[config.mk]
export PLATFORM = sky130hd
export DESIGN_NAME = muldiv_unit_flat
export DESIGN_NICKNAME = d
export VERILOG_FILES = /design/src/rtl/muldiv_unit_if.sv /design/src/rtl/muldiv_unit.sv /design/src/flat_wrapper.sv
export SDC_FILE = /design/constraint.sdc
export NUM_CORES = 2
export LEC_CHECK = 0
export CORE_MARGIN = 3
export CORE_UTILIZATION = 35
export DETAILED_ROUTE_END_ITERATION = 10
export PLACE_DENSITY = 0.62
export SYNTH_ARGS = -nofsm -noshare
export SYNTH_HDL_FRONTEND = slang
export SYNTH_SLANG_ARGS = --single-unit
[constraint.sdc]
create_clock -name clk -period 25.1 [get_ports clk]
set_clock_uncertainty 0.1 [all_clocks]
set_input_delay 3.765 -clock clk [delete_from_list [all_inputs] [get_ports clk]]
set_output_delay 3.765 -clock clk [all_outputs]
set_load 0.01 [all_outputs]
[src/rtl/muldiv_unit_if.sv]
// Issue/write-back bundle between the register file read side and the multiply/divide unit.
// Master (issuer): start, op, rs1_data, rs2_data, rd_ptr. Slave (unit): busy, done, wr_en, ptr_wr, data_wr.
// Pure wiring: no latency or storage inside the interface itself.
interface muldiv_unit_if #(
    parameter int N    = 32,
    parameter int Bits = 64
);
    localparam int PW = $clog2(N);

    logic            start;
    logic [2:0]      op;
    logic [Bits-1:0] rs1_data;
    logic [Bits-1:0] rs2_data;
    logic [PW-1:0]   rd_ptr;
    logic            busy;
    logic            done;
    logic            wr_en;
    logic [PW-1:0]   ptr_wr;
    logic [Bits-1:0] data_wr;

    modport master (
        output start, op, rs1_data, rs2_data, rd_ptr,
        input  busy, done, wr_en, ptr_wr, data_wr
    );

    modport slave (
        input  start, op, rs1_data, rs2_data, rd_ptr,
        output busy, done, wr_en, ptr_wr, data_wr
    );
endinterface

[src/rtl/muldiv_unit.sv]
// Iterative RV64M multiply/divide stage producing a register-file write-back (ptr_wr, data_wr, wr_en).
// Latency: Bits+2 cycles start-to-done; divide-by-zero and signed overflow finish in 1 cycle.
// Backpressure: start is ignored while busy=1 (no queueing); done/wr_en pulse for one cycle.
// Ports: clk, rst (async, active-high); bus (slave modport of muldiv_unit_if).
module muldiv_unit #(
    parameter int N    = 32,
    parameter int Bits = 64
) (
    input  logic           clk,
    input  logic           rst,
    muldiv_unit_if.slave   bus
);
    localparam int PW = $clog2(N);
    localparam int CW = $clog2(Bits);
    localparam logic [Bits-1:0] MIN_NEG = {1'b1, {(Bits-1){1'b0}}};

    typedef enum logic [1:0] {IDLE, CALC, FIX, DONE} state_t;

    state_t          state_q;
    logic [2:0]      op_q;
    logic [PW-1:0]   ptr_q;
    logic            neg_a_q, neg_b_q;
    logic [Bits-1:0] hi_q, lo_q, mag_q;
    logic [CW-1:0]   cnt_q;
    logic            busy_q, done_q, wr_en_q;
    logic [Bits-1:0] data_q;

    // Operand decode at acceptance: magnitudes, sign flags and the two short-circuit cases.
    logic            sgn_a, sgn_b, a_neg, b_neg, div0, ovf;
    logic [Bits-1:0] abs_a, abs_b, spec_res;

    always_comb begin
        sgn_a    = (bus.op == 3'd1) || (bus.op == 3'd2) || (bus.op == 3'd4) || (bus.op == 3'd6);
        sgn_b    = (bus.op == 3'd1) || (bus.op == 3'd4) || (bus.op == 3'd6);
        a_neg    = sgn_a & bus.rs1_data[Bits-1];
        b_neg    = sgn_b & bus.rs2_data[Bits-1];
        abs_a    = a_neg ? -bus.rs1_data : bus.rs1_data;
        abs_b    = b_neg ? -bus.rs2_data : bus.rs2_data;
        div0     = bus.op[2] && (bus.rs2_data == '0);
        ovf      = ((bus.op == 3'd4) || (bus.op == 3'd6)) &&
                   (bus.rs1_data == MIN_NEG) && (bus.rs2_data == '1);
        // op[1] distinguishes REM/REMU from DIV/DIVU.
        if (div0) spec_res = bus.op[1] ? bus.rs1_data : '1;
        else      spec_res = bus.op[1] ? '0 : bus.rs1_data;
    end

    // One iteration. Multiply: {hi,lo} holds partial product with the multiplier shifting
    // out of lo. Divide: hi is the partial remainder, lo shifts dividend out / quotient in.
    logic [Bits:0]   mul_sum, div_sh, div_diff;
    logic [Bits-1:0] hi_d, lo_d;

    always_comb begin
        mul_sum  = {1'b0, hi_q} + (lo_q[0] ? {1'b0, mag_q} : '0);
        div_sh   = {hi_q, lo_q[Bits-1]};
        div_diff = div_sh - {1'b0, mag_q};
        if (op_q[2]) begin
            // Borrow out of the top bit means the trial subtraction failed: restore.
            if (!div_diff[Bits]) begin
                hi_d = div_diff[Bits-1:0];
                lo_d = {lo_q[Bits-2:0], 1'b1};
            end else begin
                hi_d = div_sh[Bits-1:0];
                lo_d = {lo_q[Bits-2:0], 1'b0};
            end
        end else begin
            hi_d = mul_sum[Bits:1];
            lo_d = {mul_sum[0], lo_q[Bits-1:1]};
        end
    end

    // Sign fix-up and result select, consumed in the FIX state.
    logic [2*Bits-1:0] prod, prod_s;
    logic [Bits-1:0]   quo_s, rem_s, fix_res;

    always_comb begin
        prod   = {hi_q, lo_q};
        prod_s = (neg_a_q ^ neg_b_q) ? -prod : prod;
        quo_s  = (neg_a_q ^ neg_b_q) ? -lo_q : lo_q;
        rem_s  = neg_a_q ? -hi_q : hi_q;
        case (op_q)
            3'd0:             fix_res = prod_s[Bits-1:0];
            3'd1, 3'd2, 3'd3: fix_res = prod_s[2*Bits-1:Bits];
            3'd4, 3'd5:       fix_res = quo_s;
            default:          fix_res = rem_s;
        endcase
    end

    always_ff @(posedge clk or posedge rst) begin
        if (rst) begin
            state_q <= IDLE;
            op_q    <= '0;
            ptr_q   <= '0;
            neg_a_q <= 1'b0;
            neg_b_q <= 1'b0;
            hi_q    <= '0;
            lo_q    <= '0;
            mag_q   <= '0;
            cnt_q   <= '0;
            busy_q  <= 1'b0;
            done_q  <= 1'b0;
            wr_en_q <= 1'b0;
            data_q  <= '0;
        end else begin
            case (state_q)
                IDLE: begin
                    if (bus.start) begin
                        op_q    <= bus.op;
                        ptr_q   <= bus.rd_ptr;
                        neg_a_q <= a_neg;
                        neg_b_q <= b_neg;
                        cnt_q   <= '0;
                        busy_q  <= 1'b1;
                        hi_q    <= '0;
                        if (div0 || ovf) begin
                            state_q <= DONE;
                            done_q  <= 1'b1;
                            wr_en_q <= (bus.rd_ptr != '0);
                            data_q  <= spec_res;
                        end else begin
                            state_q <= CALC;
                            lo_q    <= bus.op[2] ? abs_a : abs_b;
                            mag_q   <= bus.op[2] ? abs_b : abs_a;
                        end
                    end
                end
                CALC: begin
                    hi_q  <= hi_d;
                    lo_q  <= lo_d;
                    cnt_q <= cnt_q + CW'(1);
                    if (cnt_q == CW'(Bits-1)) state_q <= FIX;
                end
                FIX: begin
                    data_q  <= fix_res;
                    done_q  <= 1'b1;
                    wr_en_q <= (ptr_q != '0);
                    state_q <= DONE;
                end
                DONE: begin
                    done_q  <= 1'b0;
                    wr_en_q <= 1'b0;
                    busy_q  <= 1'b0;
                    state_q <= IDLE;
                end
                default: state_q <= IDLE;
            endcase
        end
    end

    assign bus.busy    = busy_q;
    assign bus.done    = done_q;
    assign bus.wr_en   = wr_en_q;
    assign bus.ptr_wr  = ptr_q;
    assign bus.data_wr = data_q;
endmodule

[src/flat_wrapper.sv]
// flat-port wrapper written by rule: the top's interface ports become plain ports
module muldiv_unit_flat 
#(
    parameter int N    = 32,
    parameter int Bits = 64
)
  (clk, rst, bus_start, bus_op, bus_rs1_data, bus_rs2_data, bus_rd_ptr, bus_busy, bus_done, bus_wr_en, bus_ptr_wr, bus_data_wr);
  muldiv_unit_if #(.N(N), .Bits(Bits)) bus_i ();
  input  logic clk;
  input  logic rst;
  input wire logic [$bits(bus_i.start)-1:0] bus_start;
  input wire logic [$bits(bus_i.op)-1:0] bus_op;
  input wire logic [$bits(bus_i.rs1_data)-1:0] bus_rs1_data;
  input wire logic [$bits(bus_i.rs2_data)-1:0] bus_rs2_data;
  input wire logic [$bits(bus_i.rd_ptr)-1:0] bus_rd_ptr;
  output wire logic [$bits(bus_i.busy)-1:0] bus_busy;
  output wire logic [$bits(bus_i.done)-1:0] bus_done;
  output wire logic [$bits(bus_i.wr_en)-1:0] bus_wr_en;
  output wire logic [$bits(bus_i.ptr_wr)-1:0] bus_ptr_wr;
  output wire logic [$bits(bus_i.data_wr)-1:0] bus_data_wr;
  assign bus_i.start = bus_start;
  assign bus_i.op = bus_op;
  assign bus_i.rs1_data = bus_rs1_data;
  assign bus_i.rs2_data = bus_rs2_data;
  assign bus_i.rd_ptr = bus_rd_ptr;
  assign bus_busy = bus_i.busy;
  assign bus_done = bus_i.done;
  assign bus_wr_en = bus_i.wr_en;
  assign bus_ptr_wr = bus_i.ptr_wr;
  assign bus_data_wr = bus_i.data_wr;
  muldiv_unit #(.N(N), .Bits(Bits)) u_core (.clk(clk), .rst(rst), .bus(bus_i));
endmodule
== Yosys cells after proc, flatten, opt, wreduce, memory -nomap -nowiden ==
Cells that the tools add are included.

* Register bits: 277
* Word-level logic and storage cells: 111
* Output and inout bits: 72

* Eq/ne operators: 19
* Bitwise operators: 4
* Reductions and logical operators: 29
* Muxes and demuxes: 38
* Add/sub/neg operators: 8

{| class="wikitable"
|+ Operators by type and width
! kind !! number
|-
| two-way mux 64 bit || 18
|-
| one-hot mux 64 bit (2 select lines) || 3
|-
| negator 64 bit || 4
|-
| one-hot mux 64 bit (3 select lines) || 1
|-
| == test 64 bit (second input constant) || 2
|-
| two-way mux 128 bit || 1
|-
| negator 128 bit || 1
|-
| adder 64 x 65 -> 65 bit || 1
|-
| subtractor 65 x 64 -> 65 bit || 1
|-
| zero test 64 bit || 1
|-
| == test 3 bit (second input constant) || 4
|-
| one-hot mux 6 bit (2 select lines) || 1
|-
| AND reduction 3 bit || 4
|-
| nonzero test 5 bit || 2
|-
| == test 3 x 2 -> 1 bit (second input constant) || 3
|-
| one-hot mux 2 bit (4 select lines) || 1
|-
| AND reduction 2 bit || 4
|-
| logical OR 1 bit || 7
|-
| adder 6 x 1 -> 6 bit (second input constant) || 1
|-
| == test 3 x 1 -> 1 bit (second input constant) || 2
|-
| == test 6 bit (second input constant) || 1
|-
| two-way mux 1 bit || 6
|-
| two-way mux 2 bit || 3
|-
| two-way mux 6 bit || 1
|-
| other kinds (16) || 25
|}

== Logic depth before layout (Yosys ltp) ==
* Word-level depth: 10
* Gate-level depth with buffers: 17
* Gate-level depth less buffers: 16

== Least setup slack after synthesis ==
No wires, ideal clock.

* Kind: in2reg
* Start point: input bus_rs1_data[12]
* End point: register u_core.lo_q[45]
* Arrival time: 6.603 ns
* Slack: 18.260 ns
* Cell stages on the path: 13
* Data required time: 24.863 ns
* Library setup time: 0.137 ns
* Cell sequence: or4_4 -> or4_4 -> or3_4 -> nand2b_4 -> or3_1 -> buf_6 -> nor2_8 -> nand2_4 -> o31ai_4 -> xor2_1 -> a211oi_1 -> a21oi_1 -> a21oi_1

* Cells in the longest elaborated chain, start to end: 6
* Elaborated cells between the ends (all ways): 12
* Those cells by class: add/sub (1); eq/ne (2); mux (5); reduce/logical (4)

{| class="wikitable"
|+ Ends and longest elaborated chain
! element !! line !! RTL
|-
| start, declared || flat_wrapper.sv:13 || <nowiki>input wire logic [$bits(bus_i.rs1_data)-1:0] bus_rs1_data;</nowiki>
|-
| negator 64 bit / == test 64 bit (equally long branches) || muldiv_unit.sv:37, muldiv_unit.sv:41 ||
|-
| two-way mux 64 bit / logical AND 1 bit (equally long branches) || muldiv_unit.sv:37, muldiv_unit.sv:40 ||
|-
| two-way mux 64 bit / logical AND 1 bit (equally long branches) || muldiv_unit.sv:121, muldiv_unit.sv:41 ||
|-
| two-way mux 64 bit / logical OR 1 bit (equally long branches) || muldiv_unit.sv:114 || <nowiki>if (div0 || ovf) begin</nowiki>
|-
| two-way mux 64 bit / != test 2 bit (equally long branches) || - ||
|-
| one-hot mux 64 bit (2 select lines) / AND reduction 3 bit (equally long branches) || - ||
|-
| end signal, assigned || muldiv_unit.sv:121 || <nowiki>lo_q <= bus.op[2] ? abs_a : abs_b;</nowiki>
|-
| end signal, assigned || muldiv_unit.sv:128 || <nowiki>lo_q <= lo_d;</nowiki>
|-
| end, declared || muldiv_unit.sv:23 || <nowiki>logic [Bits-1:0] hi_q, lo_q, mag_q;</nowiki>
|}

Several ways; a longest one is shown, not always the timed one. The select of a mux whose other input is x is not followed.
A chain may end at the register's enable or synchronous reset.

== Final worst setup path ==
* Start point: input bus_rs2_data[53]
* End point: register u_core.mag_q[7]

* Cells in the longest elaborated chain, start to end: 5
* Elaborated cells between the ends (all ways): 7
* Those cells by class: eq/ne (1); bitwise (1); reduce/logical (5)

{| class="wikitable"
|+ Ends and longest elaborated chain
! element !! line !! RTL
|-
| start, declared || flat_wrapper.sv:14 || <nowiki>input wire logic [$bits(bus_i.rs2_data)-1:0] bus_rs2_data;</nowiki>
|-
| == test 64 bit / zero test 64 bit (equally long branches) || muldiv_unit.sv:41, muldiv_unit.sv:39 ||
|-
| logical AND 1 bit, on equally long branches || muldiv_unit.sv:41, muldiv_unit.sv:39 ||
|-
| logical OR 1 bit (*) || muldiv_unit.sv:114 ||
|-
| inverter 1 bit (no source line) (*) || - ||
|-
| AND reduction 3 bit (no source line) (*) || - ||
|-
| end signal, assigned || muldiv_unit.sv:122 || <nowiki>mag_q <= bus.op[2] ? abs_b : abs_a;</nowiki>
|-
| end, declared || muldiv_unit.sv:23 ||
|}

Mark *: on every way between the ends. The rest lies on a longest branch, timed or not.

==> run metrics <==
worst-path maximum fanout=84; R2R setup slack=19.20 ns; max-slew violation count=0; Hold Fails Final Rpt=0; post-synth top area share=22.6%; Sw Ratio=54.6%; Die H=302 um; worst r2r src=u_core.lo_q[63]; Final nets=4451; period utilization=33.3%; Async SR Flop Fraction=100%; Initial Util=35.7%; Comb pwr share=69.2%; vias in the first global route=29300; CP Data Required Time=25.49 ns; DP Wirelength=97600 um; Slew Limit Headroom=25.2%; Crit. End Element=flop; DRC viols=0; via density per instance=6.00; Clock transition at path regs=0.07 ns; placed cell count=5284; Setup CP Type=in -> reg; final cell count without fillers=5340; cell count after synthesis=4203; Clock Path Buffers=3; WHS=0.380 ns; sequential power share=20.6%; drt first pass iters=6; sequential element share of the synthesized area=22.6%; reg2reg end=u_core.hi_q[42]; core area=0.0861 sq mm; Maximum Capacitance Violations=0; GRT Total Usage=26.5%; most common cell in the netlist=a21oi_1; Power Density=139 mW/mm^2; Yosys reg bits=277; clk sinks=277; Worst R2R Path Depth=15; share of layout cells above drive strength 1=5.36%; worst min path class=reg -> reg; number of flops mapped to enable cells by yosys=0; CTS Buf Count=30; total grt overflow=0; Clock power frac=10.2%; type of origin of the critical path=input port; Horiz. Die Dim=302 um; largest net degree at the start of global routing=114; synth-to-layout area growth=12.3%; Die Area=0.0913 sq mm; initial antenna violation count=2; dominant register cell in the synthesized netlist=dfrtp_1; CTS Hold Bufs=0; global-route wire length before repair=187000 um; hold depth=1; routed len/inst=23.5 um; gpl congestion=0.972; clock latency on the worst-skew pair=0.62 ns; post-cts resize count=0; Row Count=107; Slew @ Worst Pin=1.12 ns; Mean Syn Cell Area=7.30 sq um; H-tree Lvls=1; RSZ-0062 raised after global routing=no; number of I/O port buffers=210; I/O pin total=211; Detail Route Antenna Nets=0; fmax=120 MHz; Synth Cell Area=0.0307 sq mm; post-synth top area cell=dfrtp_1; CTS tree=yes; Int Pwr=0.00218 W; hold_sp=u_core.bus.wr_en; Final Routed Wirelength=126000 um; VDD IR max=0.0000908 V; commonest cells in the synthesized netlist=a21oi_1, nor2_1, nand2_1; Warnings, synthesis=0; status=complete, no violations; post-layout minimum cycle time=8.35 ns; Finish-stage setup viols=0; TNS Setup=0 ns; Psw=0.00262 W; Post-CTS Setup Repair Bufs=0; Worst Path Arrival=8.73 ns; synthesized net count=4482; top cells by area, synth=dfrtp_1, a21oi_1, xnor2_1, nor2_1, ha_1; Pleak=13.5 nW; via count=32000; 1st-iter DRT viols=3491; unique cell type count in the Yosys netlist=93; Endpoint, Worst Hold=u_core.bus.wr_en; CTS Root Buffer Type=clkbuf_16
state kept, by name (all words and copies together) (netlist names):
| name | cells |
|---|---|
| u_core.bus.data_wr | 64 |
| u_core.hi_q | 64 |
| u_core.lo_q | 64 |
| u_core.mag_q | 64 |
| u_core.cnt_q | 6 |
| u_core.bus.ptr_wr | 5 |
| u_core.op_q | 3 |
| u_core.state_q | 2 |
| u_core.bus.busy | 1 |
| u_core.bus.done | 1 |
| u_core.bus.wr_en | 1 |
| u_core.neg_a_q | 1 |
| u_core.neg_b_q | 1 |
logic make-up after synthesis:
logic type               count (synthesis)  share of synthesized area, %
AO/OA/AOI/OAI                         1450                          28.5
XOR/XNOR                               380                          10.8
adder cells (fa/ha/maj)                197                          7.61
buffers and inverters                  445                          5.76
flip-flops                             277                          22.6
multiplexers                           124                          4.28
AND/OR/NAND/NOR                       1330                          20.4
layer usage:
| metal | up-vias | GRT usage [%] | part of all wire [%] |
|---|---|---|---|
| met3 | 194 | 3.71 | 8.3 |
| met1 | 15300 | 37.8 | 44 |
| li1 | 15200 | - | - |
| met2 | 1377 | 40.8 | 43 |
| met5 | - | 0 | 0.014 |
| met4 | 2 | 9.06 | 3.8 |
worst max-delay path by stage:
| stage | startpoint | endpoint | cells after the start |
|---|---|---|---|
| 6_report | bus_rs2_data[53] | u_core.mag_q[7] | 10 |
| 3_5_place_dp | bus_rs2_data[0] | u_core.lo_q[62] | 13 |
| 3_3_place_gp | bus_rs2_data[53] | u_core.lo_q[62] | 12 |
| 5_1_grt | bus_rs1_data[20] | u_core.lo_q[62] | 13 |
| 2_1_floorplan | rst | u_core.bus.busy | 1 |
| 4_1_cts | bus_rs2_data[0] | u_core.lo_q[62] | 13 |
cell usage in the layout (no fill, tap or decap), drive strengths merged, types with 17 or more instances in the layout:
cell             n
a211oi          79
a21o            65
a21oi          491
a22oi           49
a31oi           36
and3            17
buf             44
clkbuf          43
clkdlybuf4s50  209
dfrtp          277
ha             138
inv            130
maj3            57
mux2            59
mux2i           65
nand2          394
nand2b          48
nand3           41
nand4           59
nor2           466
nor2b           24
nor3           105
nor4            41
o211ai          19
o21a            18
o21ai          426
o21bai          22
o221ai          35
o22ai           38
o31ai           51
o41ai           18
or3             46
or4             33
xnor2          215
xor2           165
final cells by class:
cell class,count,area [sq um]
clock inverters,12,153
clock buffers,43,901
inverters,129,492
repair buffers,253,2430
flip-flops and latches,277,6940
fillers,8944,51600
multi-input cells,3481,22100
diodes,1,2.50
well taps,1144,1430
worst max-delay path, stage by stage:
cell and delay (ns):
clkdlybuf4s50_1 0.65, nand4_1 0.28, nor4_1 0.73, nand2_1 0.16, nor4_1 0.74, and4_1 0.37
a32oi_1 0.26, nand3_4 0.55, buf_4 0.72, mux2_2 0.42
power by group through the flow:
stage	sequential (W)	clock [W]	combinational, W
5_1_grt	0.00101	0.000513	0.00361
2_1_floorplan	0.000800	0	0.00237
6_report	0.000989	0.000491	0.00333
3_5_place_dp	0.000976	0	0.00324
4_1_cts	0.000970	0.000497	0.00326
3_3_place_gp	0.000976	0	0.00324
through the flow:
| step | setup slack (ns) | instance area, sq um | total power (W) | util [%] |
|---|---|---|---|---|
| 2_1_floorplan | 13.60 | 30700 | 0.00317 | - |
| 3_3_place_gp | 16.16 | 33400 | 0.00421 | 38.8 |
| 3_5_place_dp | 16.18 | 33400 | 0.00422 | 38.8 |
| 4_1_cts | 16.80 | 34500 | 0.00473 | 40.0 |
| 5_1_grt | 16.65 | 34500 | 0.00513 | 40.0 |
| 6_report | 16.75 | 34500 | 0.00481 | 40.0 |
Power figures use the tool's default switching activity.
